$ cat config.mk
export PLATFORM = sky130hd
export DESIGN_NAME = led_pattern_sequencer
export DESIGN_NICKNAME = d
export VERILOG_FILES = /design/src/rtl/led_pattern_sequencer_pkg.sv /design/src/rtl/led_pattern_sequencer_key_debounce.sv /design/src/rtl/led_pattern_sequencer.sv
export SDC_FILE = /design/constraint.sdc
export NUM_CORES = 1
export LEC_CHECK = 0
export CAP_MARGIN = 20
export CORE_ASPECT_RATIO = 0.6
export CORE_MARGIN = 5
export CORE_UTILIZATION = 60
export DETAILED_ROUTE_END_ITERATION = 10
export PLACE_DENSITY = 0.83
export SYNTH_ARGS = -nofsm -noshare
export SYNTH_HDL_FRONTEND = slang
export SYNTH_SLANG_ARGS = --single-unit
$ cat constraint.sdc
create_clock -name clk -period 3.5 [get_ports clk]
set_input_delay 0.7 -clock clk [delete_from_list [all_inputs] [get_ports clk]]
set_output_delay 0.7 -clock clk [all_outputs]
set_load 0.03 [all_outputs]
$ cat src/rtl/led_pattern_sequencer_pkg.sv
// led_pattern_sequencer_pkg: mode/state/direction encodings and LED count default shared by the sequencer
package led_pattern_sequencer_pkg;
  localparam int LED_NUM_DEF = 8;
  typedef enum logic [1:0] {MODE_HOLD, MODE_WALK_UP, MODE_WALK_DOWN, MODE_PING_PONG} mode_e;
  typedef enum logic {ST_RUN, ST_PAUSE} state_e;
  typedef enum logic {DIR_UP, DIR_DOWN} dir_e;
endpackage

$ cat src/rtl/led_pattern_sequencer_key_debounce.sv
// key_debounce: 2-FF sync + debounce of active-low key_n; press pulses one cycle when accepted level falls (ports clk, rst_n, key_n, press)
module key_debounce #(
  parameter int DEB_TICKS = 12
) (
  input  logic clk,
  input  logic rst_n,
  input  logic key_n,
  output logic press
);
  localparam int CW = $clog2(DEB_TICKS) + 1;
  logic [1:0] sync_q, sync_d;
  logic level_q, level_d, press_q, press_d, hit;
  logic [CW-1:0] cnt_q, cnt_d;
  always_comb begin
    sync_d = {sync_q[0], key_n};
    hit = (sync_q[1] != level_q) && (cnt_q == CW'(DEB_TICKS - 1));
    cnt_d = (sync_q[1] == level_q || hit) ? '0 : cnt_q + CW'(1);
    level_d = hit ? sync_q[1] : level_q;
    press_d = hit && !sync_q[1];
  end
  always_ff @(posedge clk or negedge rst_n) begin
    if (!rst_n) begin
      sync_q  <= 2'b11;
      level_q <= 1'b1;
      cnt_q   <= '0;
      press_q <= 1'b0;
    end else begin
      sync_q  <= sync_d;
      level_q <= level_d;
      cnt_q   <= cnt_d;
      press_q <= press_d;
    end
  end
  assign press = press_q;
endmodule

$ cat src/rtl/led_pattern_sequencer.sv
// led_pattern_sequencer: walks led_select across the LED bar in one of four patterns; keys change mode / pause (ports clk, rst_n, key_mode_n, key_pause_n -> led_select, mode, paused, step_strobe)
module led_pattern_sequencer
  import led_pattern_sequencer_pkg::*;
#(
  parameter int LED_NUM     = LED_NUM_DEF,
  parameter int DWELL_TICKS = 600,
  parameter int DEB_TICKS   = 12
) (
  input  logic       clk,
  input  logic       rst_n,
  input  logic       key_mode_n,
  input  logic       key_pause_n,
  output logic [7:0] led_select,
  output logic [1:0] mode,
  output logic       paused,
  output logic       step_strobe
);
  localparam int IW = $clog2(LED_NUM);
  localparam int DW = $clog2(DWELL_TICKS);
  localparam logic [IW-1:0] LAST = IW'(LED_NUM - 1);
  localparam logic [IW-1:0] PENULT = IW'(LED_NUM - 2);
  logic mode_press, pause_press, counting, expire, flip;
  logic strobe_q, strobe_d, paused_q, paused_d;
  logic [IW-1:0] idx_q, idx_d, idx_step;
  logic [DW-1:0] dwell_q, dwell_d;
  state_e state_q, state_d;
  mode_e mode_q, mode_d;
  dir_e dir_q, dir_d;
  key_debounce #(.DEB_TICKS(DEB_TICKS)) u_mode_key (
    .clk(clk), .rst_n(rst_n), .key_n(key_mode_n), .press(mode_press)
  );
  key_debounce #(.DEB_TICKS(DEB_TICKS)) u_pause_key (
    .clk(clk), .rst_n(rst_n), .key_n(key_pause_n), .press(pause_press)
  );
  always_comb begin
    counting = state_q == ST_RUN && mode_q != MODE_HOLD;
    expire = counting && dwell_q == DW'(DWELL_TICKS - 1);
    idx_step = mode_q == MODE_WALK_UP   ? (idx_q == LAST ? '0 : idx_q + IW'(1)) :
               mode_q == MODE_WALK_DOWN ? (idx_q == '0 ? LAST : idx_q - IW'(1)) :
               dir_q == DIR_UP          ? idx_q + IW'(1) : idx_q - IW'(1);
    // ping-pong turns around one step before each end so the end LEDs show once per sweep
    flip = mode_q == MODE_PING_PONG &&
           ((dir_q == DIR_UP && idx_q == PENULT) || (dir_q == DIR_DOWN && idx_q == IW'(1)));
    mode_d = mode_press ? mode_e'(mode_q + 2'd1) : mode_q;
    dwell_d = (mode_press || expire) ? '0 : counting ? dwell_q + DW'(1) : dwell_q;
    idx_d = mode_press ? (mode_d == MODE_WALK_DOWN ? LAST : '0) : expire ? idx_step : idx_q;
    dir_d = mode_press ? DIR_UP : (expire && flip) ? (dir_q == DIR_UP ? DIR_DOWN : DIR_UP) : dir_q;
    strobe_d = expire && !mode_press;
    state_d = pause_press ? (state_q == ST_RUN ? ST_PAUSE : ST_RUN) : state_q;
    paused_d = state_d == ST_PAUSE;
  end
  always_ff @(posedge clk or negedge rst_n) begin
    if (!rst_n) begin
      state_q  <= ST_RUN;
      mode_q   <= MODE_WALK_UP;
      dir_q    <= DIR_UP;
      idx_q    <= '0;
      dwell_q  <= '0;
      strobe_q <= 1'b0;
      paused_q <= 1'b0;
    end else begin
      state_q  <= state_d;
      mode_q   <= mode_d;
      dir_q    <= dir_d;
      idx_q    <= idx_d;
      dwell_q  <= dwell_d;
      strobe_q <= strobe_d;
      paused_q <= paused_d;
    end
  end
  assign led_select = 8'(idx_q);
  assign mode = mode_q;
  assign paused = paused_q;
  assign step_strobe = strobe_q;
endmodule

==> flow_metrics.env, run 1 <==
export IMPL_p_switching_w=0.0001711
export IMPL_async_flop_share_pct=100.0
export IMPL_power_internal_w=0.0005947
export IMPL_p_clk_share_pct=39.1
export IMPL_yosysSeqAreaShare_pct=50.21
export IMPL_max_stage_delay_ns=0.60
export IMPL_num_rows=15
export IMPL_fin_ws_ns=1.111
export IMPL_critPathKind="flip-flop to flip-flop"
export IMPL_post_route_period_util_pct=68.25
export IMPL_clk_path_buf_depth=2
export IMPL_outcome="completed"
export IMPL_routed_wl_um=3067
export IMPL_cp_start_kind="flip-flop"
export IMPL_relSlewSlack_pct=60.82
export IMPL_fmax_mhz=418.7
export IMPL_nets=196
export IMPL_grt_overflow=0
export IMPL_ys_warn_count=0
export IMPL_drv_cap=0
export IMPL_finalHoldViolations=0
export IMPL_netlist_instances=165
export IMPL_drive_above_1_share_pct=15.00
export IMPL_combPwrFrac_pct=4.4
export IMPL_dp_cells=214
export IMPL_synth_edff_count=0
export IMPL_start_util_pct=62.68
export IMPL_syn_avg_cell_area_um2=10.98
export IMPL_clkSlewWorstSetupHoldPaths_ns=0.07
export IMPL_mostFrequentLayoutCells="dfrtp_1 (29), nor2_1 (21), ha_1 (13)"
export IMPL_grt_setup_unrepaired="no"
export IMPL_track_usage_pct=17.04
export IMPL_max_vdd_ir_drop_mv=0.3136
export IMPL_drv_slew=0
export IMPL_vias_per_cell=5.270
export IMPL_cts_setup_buffers=0
export IMPL_grt_max_degree=37
export IMPL_p_seq_share_pct=56.5
export IMPL_worstMarginPinSlew_ns=0.5877
export IMPL_pre_cts_slack_ns=1.082
export IMPL_io_buffers=10
export IMPL_cts_tree="done"
export IMPL_fin_tns_setup_ns=0
export IMPL_dpl_hpwl_um=2293
export IMPL_wl_per_cell_um=13.82
export IMPL_synth_area_um2=1812
export IMPL_slowest_stage="o31ai_4"
export IMPL_required_ns=3.67
export IMPL_critPathCaptureType="flip-flop"
export IMPL_grt_pass1_wl_um=5299
export IMPL_antenna_found_initial=0
export IMPL_finalClockSkew_ns=0.005703
export IMPL_post_cts_resized=0
export IMPL_yosysTopAreaCell="dfrtp_1"
export IMPL_synthFlopType="dfrtp_1"
export IMPL_synth_area_leaders="dfrtp_1 (40%), dfstp_2 (10%), ha_1 (9.0%)"
export IMPL_path_cells="inv_1, ha_1, nand4bb_2, o31ai_4, o21ai_2, o22a_1"
export IMPL_instances_no_fill=222
export IMPL_drt_iter0_drc=36
export IMPL_setup_viol=0
export IMPL_p_leak_nw=0.9042
export IMPL_via_count=1170
export IMPL_top_level_ports=16
export IMPL_die_x_um=80.94
export IMPL_firstDrtPassIters=4
export IMPL_clock_root_buffer="clkbuf_8"
export IMPL_cp_data_arrival_time_ns=2.56
export IMPL_ys_ff_latch=36
export IMPL_cts_htree_levels=2
export IMPL_die_y_um=52.57
export IMPL_critPathMaxFanout=13
export IMPL_p_sw_share_pct=22.35
export IMPL_drc=0
export IMPL_area_growth_pct=11.53
export IMPL_core_area_um2=2890
export IMPL_clock_sinks=36
export IMPL_cts_hold_buf=0
export IMPL_power_density_nw_per_um2=379.0
export IMPL_r2r_worst_path_cells=6
export IMPL_yosysTopAreaCellShare_pct=40.06
export IMPL_grt_pass1_vias=1198
export IMPL_die_area_um2=4255
export IMPL_place_congestion=0.9124
export IMPL_worstSkewPairLatency_ns=0.28
export IMPL_n_antenna_cell=0
export IMPL_hold_path_depth=0
export IMPL_cts_made_buffers=5
export IMPL_ant_nets=0
export IMPL_hp_class="flip-flop to flip-flop"
export IMPL_ys_types=34
export IMPL_finalCriticalPeriod_ns=2.389
export IMPL_mostFrequentLayoutCell="dfrtp_1"
==> power groups by stage <==
stage	Combinational, W	Sequential (W)	Clock, W
after floorplan	0.0000239	0.000439	0
after global placement	0.0000325	0.000440	0
after detailed placement	0.0000343	0.000440	0
after CTS	0.0000343	0.000433	0.000308
after global routing	0.0000386	0.000434	0.000325
final	0.0000334	0.000433	0.000300
==> worst max-delay path: cells and delay by family (launching register included) <==
kind                     cells  cell delay, ns
AO/OA/AOI/OAI                3            0.99
flip-flops                   1            0.57
AND/OR/NAND/NOR              1            0.34
adder cells (fa/ha/maj)      1            0.28
buffers and inverters        1            0.09
==> synth_stat cells (2+ instances only) <==
library cell  count
xnor2_1          10
nor2_1           21
o21ba_2           2
a21oi_1           4
buf_4             5
o21ai_0           3
nor4_1            4
nand2_1           9
mux2_2            2
o22a_1            3
nand4_1           2
buf_2             2
nor3_1            5
dfrtp_1          29
ha_1             13
and3b_1           2
inv_1            11
xor2_1           10
nand3_1           5
or2_2             3
dfstp_2           7
==> sequential cells by signal, summed over array words and instances (netlist names), 2 cells and up <==
signal	cells
mode	2
idx_q	3
dwell_q	10
u_mode_key.sync_q	2
u_pause_key.sync_q	2
u_mode_key.cnt_q	5
u_pause_key.cnt_q	5
==> cell type report <==
type / count / area, um^2
clock buffers: 6 / 82.58
clock inverters: 2 / 10.01
fillers: 224 / 869.6
inverters: 11 / 41.29
multi-input cells: 114 / 817.0
flip-flops and latches: 36 / 909.6
well taps: 42 / 52.55
repair buffers: 11 / 107.6
==> cell families after synthesis <==
logic type | synth area share (%)
DFF | 50.21
and+or+nand+nor | 16.16
muxes | 1.796
xor gates and xnor gates | 9.668
AOI/OAI and AO/OA | 7.459
buffers and inverters | 5.525
other | 0.2070
adders and majority gates | 8.978
==> layer usage <==
layer  up-vias  wire (um)  GRT usage [%]
met3         6        160          6.186
met4         0         29          5.337
li1        569          -              -
met1       574       1419          21.88
met2        21       1457          26.98
met5         -          0              0
==> worst paths after layout <==
kind,slack (ns),end,startpoint
max,1.11,idx_q[0],mode[0]
min,0.36,u_pause_key.sync_q[1],u_pause_key.sync_q[0]
max reg2reg,1.11,idx_q[0],mode[0]
min reg2reg,0.36,u_pause_key.sync_q[1],u_pause_key.sync_q[0]
max in group asynchronous,2.34,mode[0],rst_n
min in group asynchronous,0.82,u_mode_key.cnt_q[1],rst_n
==> stage by stage <==
| step | utilization (%) | cell area (um^2) | total power (W) | hold slack [ns] |
|---|---|---|---|---|
| 6_report | 69.91 | 2021 | 0.0007658 | 0.3572 |
| 5_1_grt | 69.91 | 2021 | 0.0007970 | 0.3617 |
| 3_5_place_dp | 66.71 | 1928 | 0.0004746 | 0.3468 |
| 4_1_cts | 69.91 | 2021 | 0.0007750 | 0.3570 |
| 3_3_place_gp | 66.71 | 1928 | 0.0004720 | 0.3468 |
| 2_1_floorplan | - | 1827 | 0.0004628 | 0.3452 |
(Power assumes the default switching activity.)
==> inputs of run 2 (changes only) <==
--- a/config.mk
+++ b/config.mk
@@ -8,9 +8,9 @@
 export CAP_MARGIN = 20
 export CORE_ASPECT_RATIO = 0.6
 export CORE_MARGIN = 5
-export CORE_UTILIZATION = 60
+export CORE_UTILIZATION = 56
 export DETAILED_ROUTE_END_ITERATION = 10
-export PLACE_DENSITY = 0.83
+export PLACE_DENSITY = 0.78
 export SYNTH_ARGS = -nofsm -noshare
 export SYNTH_HDL_FRONTEND = slang
 export SYNTH_SLANG_ARGS = --single-unit
==> constraint.sdc (replaced) <==
create_clock -name clk -period 2.3 [get_ports clk]
set_input_delay 0.46 -clock clk [delete_from_list [all_inputs] [get_ports clk]]
set_output_delay 0.46 -clock clk [all_outputs]
set_load 0.03 [all_outputs]
==> run 2 against run 1 <==
Sequential power rose by 52%; worst setup slack got worse by 0.92 ns; highest routed layer unchanged; die area rose by 6.0%; register-to-register slack got worse by 0.92 ns; final area did not move.
==> flow_metrics.env, run 2 (synthesis results as in run 1) <==
export IMPL_outcome="completed"
export IMPL_required_ns=2.48
export IMPL_finalHoldViolations=0
export IMPL_regToRegEndpoint="dir_q"
export IMPL_drt_iter0_drc=36
export IMPL_grt_pass1_wl_um=5520
export IMPL_met3_wirelength_um=115
export IMPL_critPathTopFamily="simple AND/OR/NAND/NOR gates"
export IMPL_place_area_um2=1939
export IMPL_top_level_ports=16
export IMPL_cp_data_arrival_time_ns=2.29
export IMPL_worstSkewPairLatency_ns=0.29
export IMPL_fill_cells=248
export IMPL_start_util_pct=56.92
export IMPL_num_rows=16
export IMPL_core_area_um2=3183
export IMPL_mostFrequentLayoutCells="dfrtp_1 (29), nor2_1 (21), ha_1 (13)"
export IMPL_grt_overflow=0
export IMPL_clock_root_buffer="clkbuf_8"
export IMPL_finalClockSkew_ns=0.008507
export IMPL_cts_tree="done"
export IMPL_hp_class="flip-flop to flip-flop"
export IMPL_finalCriticalPeriod_ns=2.107
export IMPL_firstDrtPassIters=4
export IMPL_clock_sinks=36
export IMPL_post_cts_resized=0
export IMPL_fmax_mhz=474.6
export IMPL_ant_nets=0
export IMPL_r2r_start="mode[0]"
export IMPL_path_cells="inv_1, ha_1, nand4bb_2, nor4_1, a311o_1, a21oi_1"
export IMPL_multiInputGateArea_um2=817.0
export IMPL_max_stage_delay_ns=0.59
export IMPL_cts_hold_buf=0
export IMPL_area_growth_pct=11.53
export IMPL_r2r_worst_path_cells=6
export IMPL_clk_path_buf_depth=2
export IMPL_dpl_hpwl_um=2356
export IMPL_drv_slew=0
export IMPL_post_route_util_pct=63.48
export IMPL_drive_above_1_share_pct=14.36
export IMPL_min_to="u_pause_key.sync_q[1]"
export IMPL_slowest_stage="dfstp_2"
export IMPL_instances_no_fill=226
export IMPL_largest_reg_flops=10
export IMPL_top_layer_used="met4"
export IMPL_critPathMaxFanout=7
export IMPL_io_buffers=10
export IMPL_mostFrequentLayoutCell="dfrtp_1"
export IMPL_setup_viol=0
export IMPL_seq_area_um2=909.6
export IMPL_cts_made_buffers=5
export IMPL_final_area_um2=2021
export IMPL_power_density_nw_per_um2=559.6
export IMPL_drv_cap=0
export IMPL_grt_max_degree=37
export IMPL_critPathCaptureType="flip-flop"
export IMPL_r2r_slack_ns=0.19
export IMPL_clkSlewWorstSetupHoldPaths_ns=0.07
export IMPL_cts_setup_buffers=0
export IMPL_die_area_um2=4510
export IMPL_routed_wl_um=3130
export IMPL_route_met2_wl_um=1467
export IMPL_grt_setup_unrepaired="no"
export IMPL_grt_pass1_vias=1220
export IMPL_hold_start="u_pause_key.sync_q[0]"
export IMPL_critPathKind="flip-flop to flip-flop"
export IMPL_drc=0
export IMPL_max_vdd_ir_drop_mv=0.3058
export IMPL_cp_num_buf_inv=1
export IMPL_fin_tns_setup_ns=0
export IMPL_n_antenna_cell=0
export IMPL_post_route_period_util_pct=91.62
export IMPL_regMostFlops="dwell_q"
export IMPL_dp_cells=218
export IMPL_nets=197
export IMPL_place_congestion=0.7734
export IMPL_die_x_um=83.43
export IMPL_antenna_found_initial=0
export IMPL_wl_per_cell_um=13.85
export IMPL_via_count=1156
export IMPL_vias_per_cell=5.115
export IMPL_hold_path_depth=0
export IMPL_cp_start_kind="flip-flop"
export IMPL_die_y_um=54.06
export IMPL_p_leak_nw=0.9010
export IMPL_cts_htree_levels=2
export IMPL_hold_slack_ns=0.3584
export IMPL_wl_met1_um=1510
export IMPL_track_usage_pct=16.17
export IMPL_reg_top3="dwell_q (10), u_mode_key.cnt_q (5), u_pause_key.cnt_q (5)"
-- run 2: cell types whose count changed in the layout (fill, tap and decap cells not counted) --
cell,change
clkbuf_1,+2
buf_4,+1
clkbuf_8,-1
clkinv_2,-1
-- run 2: power breakdown --
| part | switching, W | internal (W) |
|---|---|---|
| Combinational | 0.0000334 | 0.0000170 |
| Sequential | 0.00000983 | 0.000649 |
| Clock | 0.000209 | 0.000212 |
| Total | 0.000252 | 0.000878 |
-- run 2: layer usage --
| layer | global-route usage (%) | vias up |
|---|---|---|
| li1 | - | 567 |
| met1 | 20.21 | 567 |
| met2 | 26.60 | 17 |
| met3 | 5.199 | 5 |
| met4 | 6.952 | 0 |
| met5 | 0 | - |
-- run 2: worst max path at each step --
| stage | from | to | cells past startpoint |
|---|---|---|---|
| finish | mode[0] | dir_q | 6 |
| global route | mode[0] | dir_q | 6 |
| CTS | mode[0] | dir_q | 6 |
| detailed placement | mode[0] | dir_q | 6 |
| global placement | mode[0] | dir_q | 6 |
| floorplan | mode[0] | idx_q[0] | 6 |
-- run 2: area by class of cell --
| type | count | share of cell area, % |
|---|---|---|
| clock inverter | 1 | 0.2477 |
| sequential | 36 | 45.02 |
| tap | 45 | 2.786 |
| clock buffer | 7 | 3.777 |
| multi-input combinational | 114 | 40.43 |
| inverter | 11 | 2.043 |
| timing repair buffer | 12 | 5.697 |
-- run 2: metrics by stage --
step           setup WS (ns)  power [W]
6_report              0.1928   0.001131
5_1_grt              0.03565   0.001181
4_1_cts               0.1906   0.001148
3_5_place_dp          0.2055  0.0007224
3_3_place_gp          0.3153  0.0007185
2_1_floorplan         0.2281  0.0007043
==> inputs of run 3 (changes only) <==
--- a/config.mk
+++ b/config.mk
@@ -11,6 +11,7 @@
 export CORE_UTILIZATION = 56
 export DETAILED_ROUTE_END_ITERATION = 10
 export PLACE_DENSITY = 0.78
+export REMOVE_ABC_BUFFERS = 1
 export SYNTH_ARGS = -nofsm -noshare
 export SYNTH_HDL_FRONTEND = slang
 export SYNTH_SLANG_ARGS = --single-unit
==> run 3 against run 2 <==
Hold slack got worse by 0.0014 ns; combinational power barely moved; global-route usage fell by 1.2 points; clock-buffer cell count fell by 2; register-to-register slack barely moved; clock power rose by 29%; maximum frequency rose by 0.45%; final area rose by 1.5%; via count did not move; power rose by 10%; critical path depth did not move; sequential power barely moved; highest routed layer unchanged.
==> flow_metrics.env, run 3 (synthesis results as in run 1) <==
export IMPL_outcome="completed"
export IMPL_seq_area_um2=909.6
export IMPL_finalHoldViolations=0
export IMPL_fill_cells=230
export IMPL_grt_pass1_wl_um=5188
export IMPL_vias_per_cell=5.115
export IMPL_finalCriticalPeriod_ns=2.098
export IMPL_mostFrequentLayoutCells="dfrtp_1 (29), nor2_1 (21), ha_1 (13)"
export IMPL_post_cts_resized=0
export IMPL_clock_sinks=36
export IMPL_cts_made_buffers=5
export IMPL_die_x_um=83.43
export IMPL_die_area_um2=4510
export IMPL_setup_viol=0
export IMPL_dpl_hpwl_um=2175
export IMPL_required_ns=2.47
export IMPL_grt_overflow=0
export IMPL_drv_cap=0
export IMPL_post_route_period_util_pct=91.21
export IMPL_max_vdd_ir_drop_mv=0.3412
export IMPL_cp_start_kind="flip-flop"
export IMPL_routed_wl_um=3011
export IMPL_drc=0
export IMPL_worstSkewPairLatency_ns=0.28
export IMPL_critPathKind="flip-flop to flip-flop"
export IMPL_finalClockSkew_ns=0.006939
export IMPL_cts_hold_buf=0
export IMPL_drt_iter0_drc=80
export IMPL_final_area_um2=2051
export IMPL_area_growth_pct=13.19
export IMPL_clkSlewWorstSetupHoldPaths_ns=0.07
export IMPL_n_antenna_cell=0
export IMPL_io_buffers=10
export IMPL_track_usage_pct=15.00
export IMPL_fin_ws_ns=0.2022
export IMPL_min_to="u_pause_key.sync_q[1]"
export IMPL_top_level_ports=16
export IMPL_p_leak_nw=0.9129
export IMPL_hold_path_depth=0
export IMPL_hold_start="u_pause_key.sync_q[0]"
export IMPL_fin_tns_setup_ns=0
export IMPL_grt_max_degree=37
export IMPL_r2r_worst_path_cells=6
export IMPL_grt_setup_unrepaired="no"
export IMPL_mostFrequentLayoutCell="dfrtp_1"
export IMPL_hp_class="flip-flop to flip-flop"
export IMPL_wl_per_cell_um=13.32
export IMPL_ant_nets=0
export IMPL_via_count=1156
export IMPL_num_rows=16
export IMPL_regToRegEndpoint="dir_q"
export IMPL_pre_cts_slack_ns=0.2375
export IMPL_clock_root_buffer="clkbuf_8"
export IMPL_place_area_um2=1939
export IMPL_grt_pass1_vias=1136
export IMPL_place_congestion=0.8010
export IMPL_cp_data_arrival_time_ns=2.27
export IMPL_fmax_mhz=476.7
export IMPL_multiInputGateArea_um2=817.0
export IMPL_clk_path_buf_depth=2
export IMPL_regMostFlops="dwell_q"
export IMPL_critPathMaxFanout=7
export IMPL_antenna_found_initial=0
export IMPL_power_density_nw_per_um2=609.1
export IMPL_r2r_slack_ns=0.20
export IMPL_drive_above_1_share_pct=15.47
export IMPL_startpoint="mode[0]"
export IMPL_reg_top3="dwell_q (10), u_mode_key.cnt_q (5), u_pause_key.cnt_q (5)"
export IMPL_cts_htree_levels=2
export IMPL_core_area_um2=3183
export IMPL_firstDrtPassIters=4
export IMPL_cts_setup_buffers=0
export IMPL_die_y_um=54.06
export IMPL_r2r_start="mode[0]"
export IMPL_nets=197
export IMPL_drv_slew=0
export IMPL_cts_tree="done"
export IMPL_start_util_pct=56.92
export IMPL_critPathCaptureType="flip-flop"
export IMPL_largest_reg_flops=10
## run 3: cell count changes in the layout (fill, tap and decap cells not counted)
cell | before | now
bufinv_16 | 0 | 1
clkbuf_1 | 2 | 0
clkinvlp_4 | 0 | 1
## run 3: area by class of cell
cell class,instances,share of cell area [%]
multi-input cells,114,39.84
clock inverters,3,2.074
flip-flops and latches,36,44.36
clock buffers,5,3.356
inverters,11,2.013
repair buffers,12,5.613
well taps,45,2.746
## run 3: how the worst max path moves through the flow
stage               end  slack, ns  cells after the start
6_report          dir_q       0.20                      6
5_1_grt           dir_q       0.11                      6
4_1_cts           dir_q       0.22                      6
3_5_place_dp      dir_q       0.24                      6
3_3_place_gp      dir_q       0.33                      6
2_1_floorplan  idx_q[0]       0.06                      6
## run 3: through the flow
stage | hold WS [ns] | std cells | power, W | utilization, %
2_1_floorplan | 0.1644 | 161 | 0.0006977 | -
3_3_place_gp | 0.3466 | 218 | 0.0007184 | 60.93
3_5_place_dp | 0.3468 | 218 | 0.0007217 | 60.93
4_1_cts | 0.3570 | 226 | 0.001271 | 64.43
5_1_grt | 0.3707 | 226 | 0.001311 | 64.43
6_report | 0.3570 | 226 | 0.001249 | 64.43
## run 3: worst max-delay path: stages (launching register included)
cell and delay (ns):
dfstp_2 0.58, inv_1 0.09, ha_1 0.28, nand4bb_2 0.35, nor4_1 0.42, a311o_1 0.22, a21oi_1 0.04
## run 3: power by group
part / leakage [nW] / switching, W / internal, W / total (W)
Clock: 0.0541 / 0.000220 / 0.000321 / 0.000541
Combinational: 0.386 / 0.0000333 / 0.0000170 / 0.0000503
Sequential: 0.473 / 0.00000937 / 0.000649 / 0.000658
Total: 0.913 / 0.000263 / 0.000986 / 0.00125
## run 3: routing by layer
| metal | up-vias | wire [um] | global-route usage, % |
|---|---|---|---|
| met5 | - | 0 | 0 |
| met4 | 0 | 8 | 5.080 |
| met3 | 2 | 142 | 5.199 |
| met2 | 29 | 1339 | 24.60 |
| met1 | 556 | 1521 | 19.06 |
| li1 | 569 | - | - |
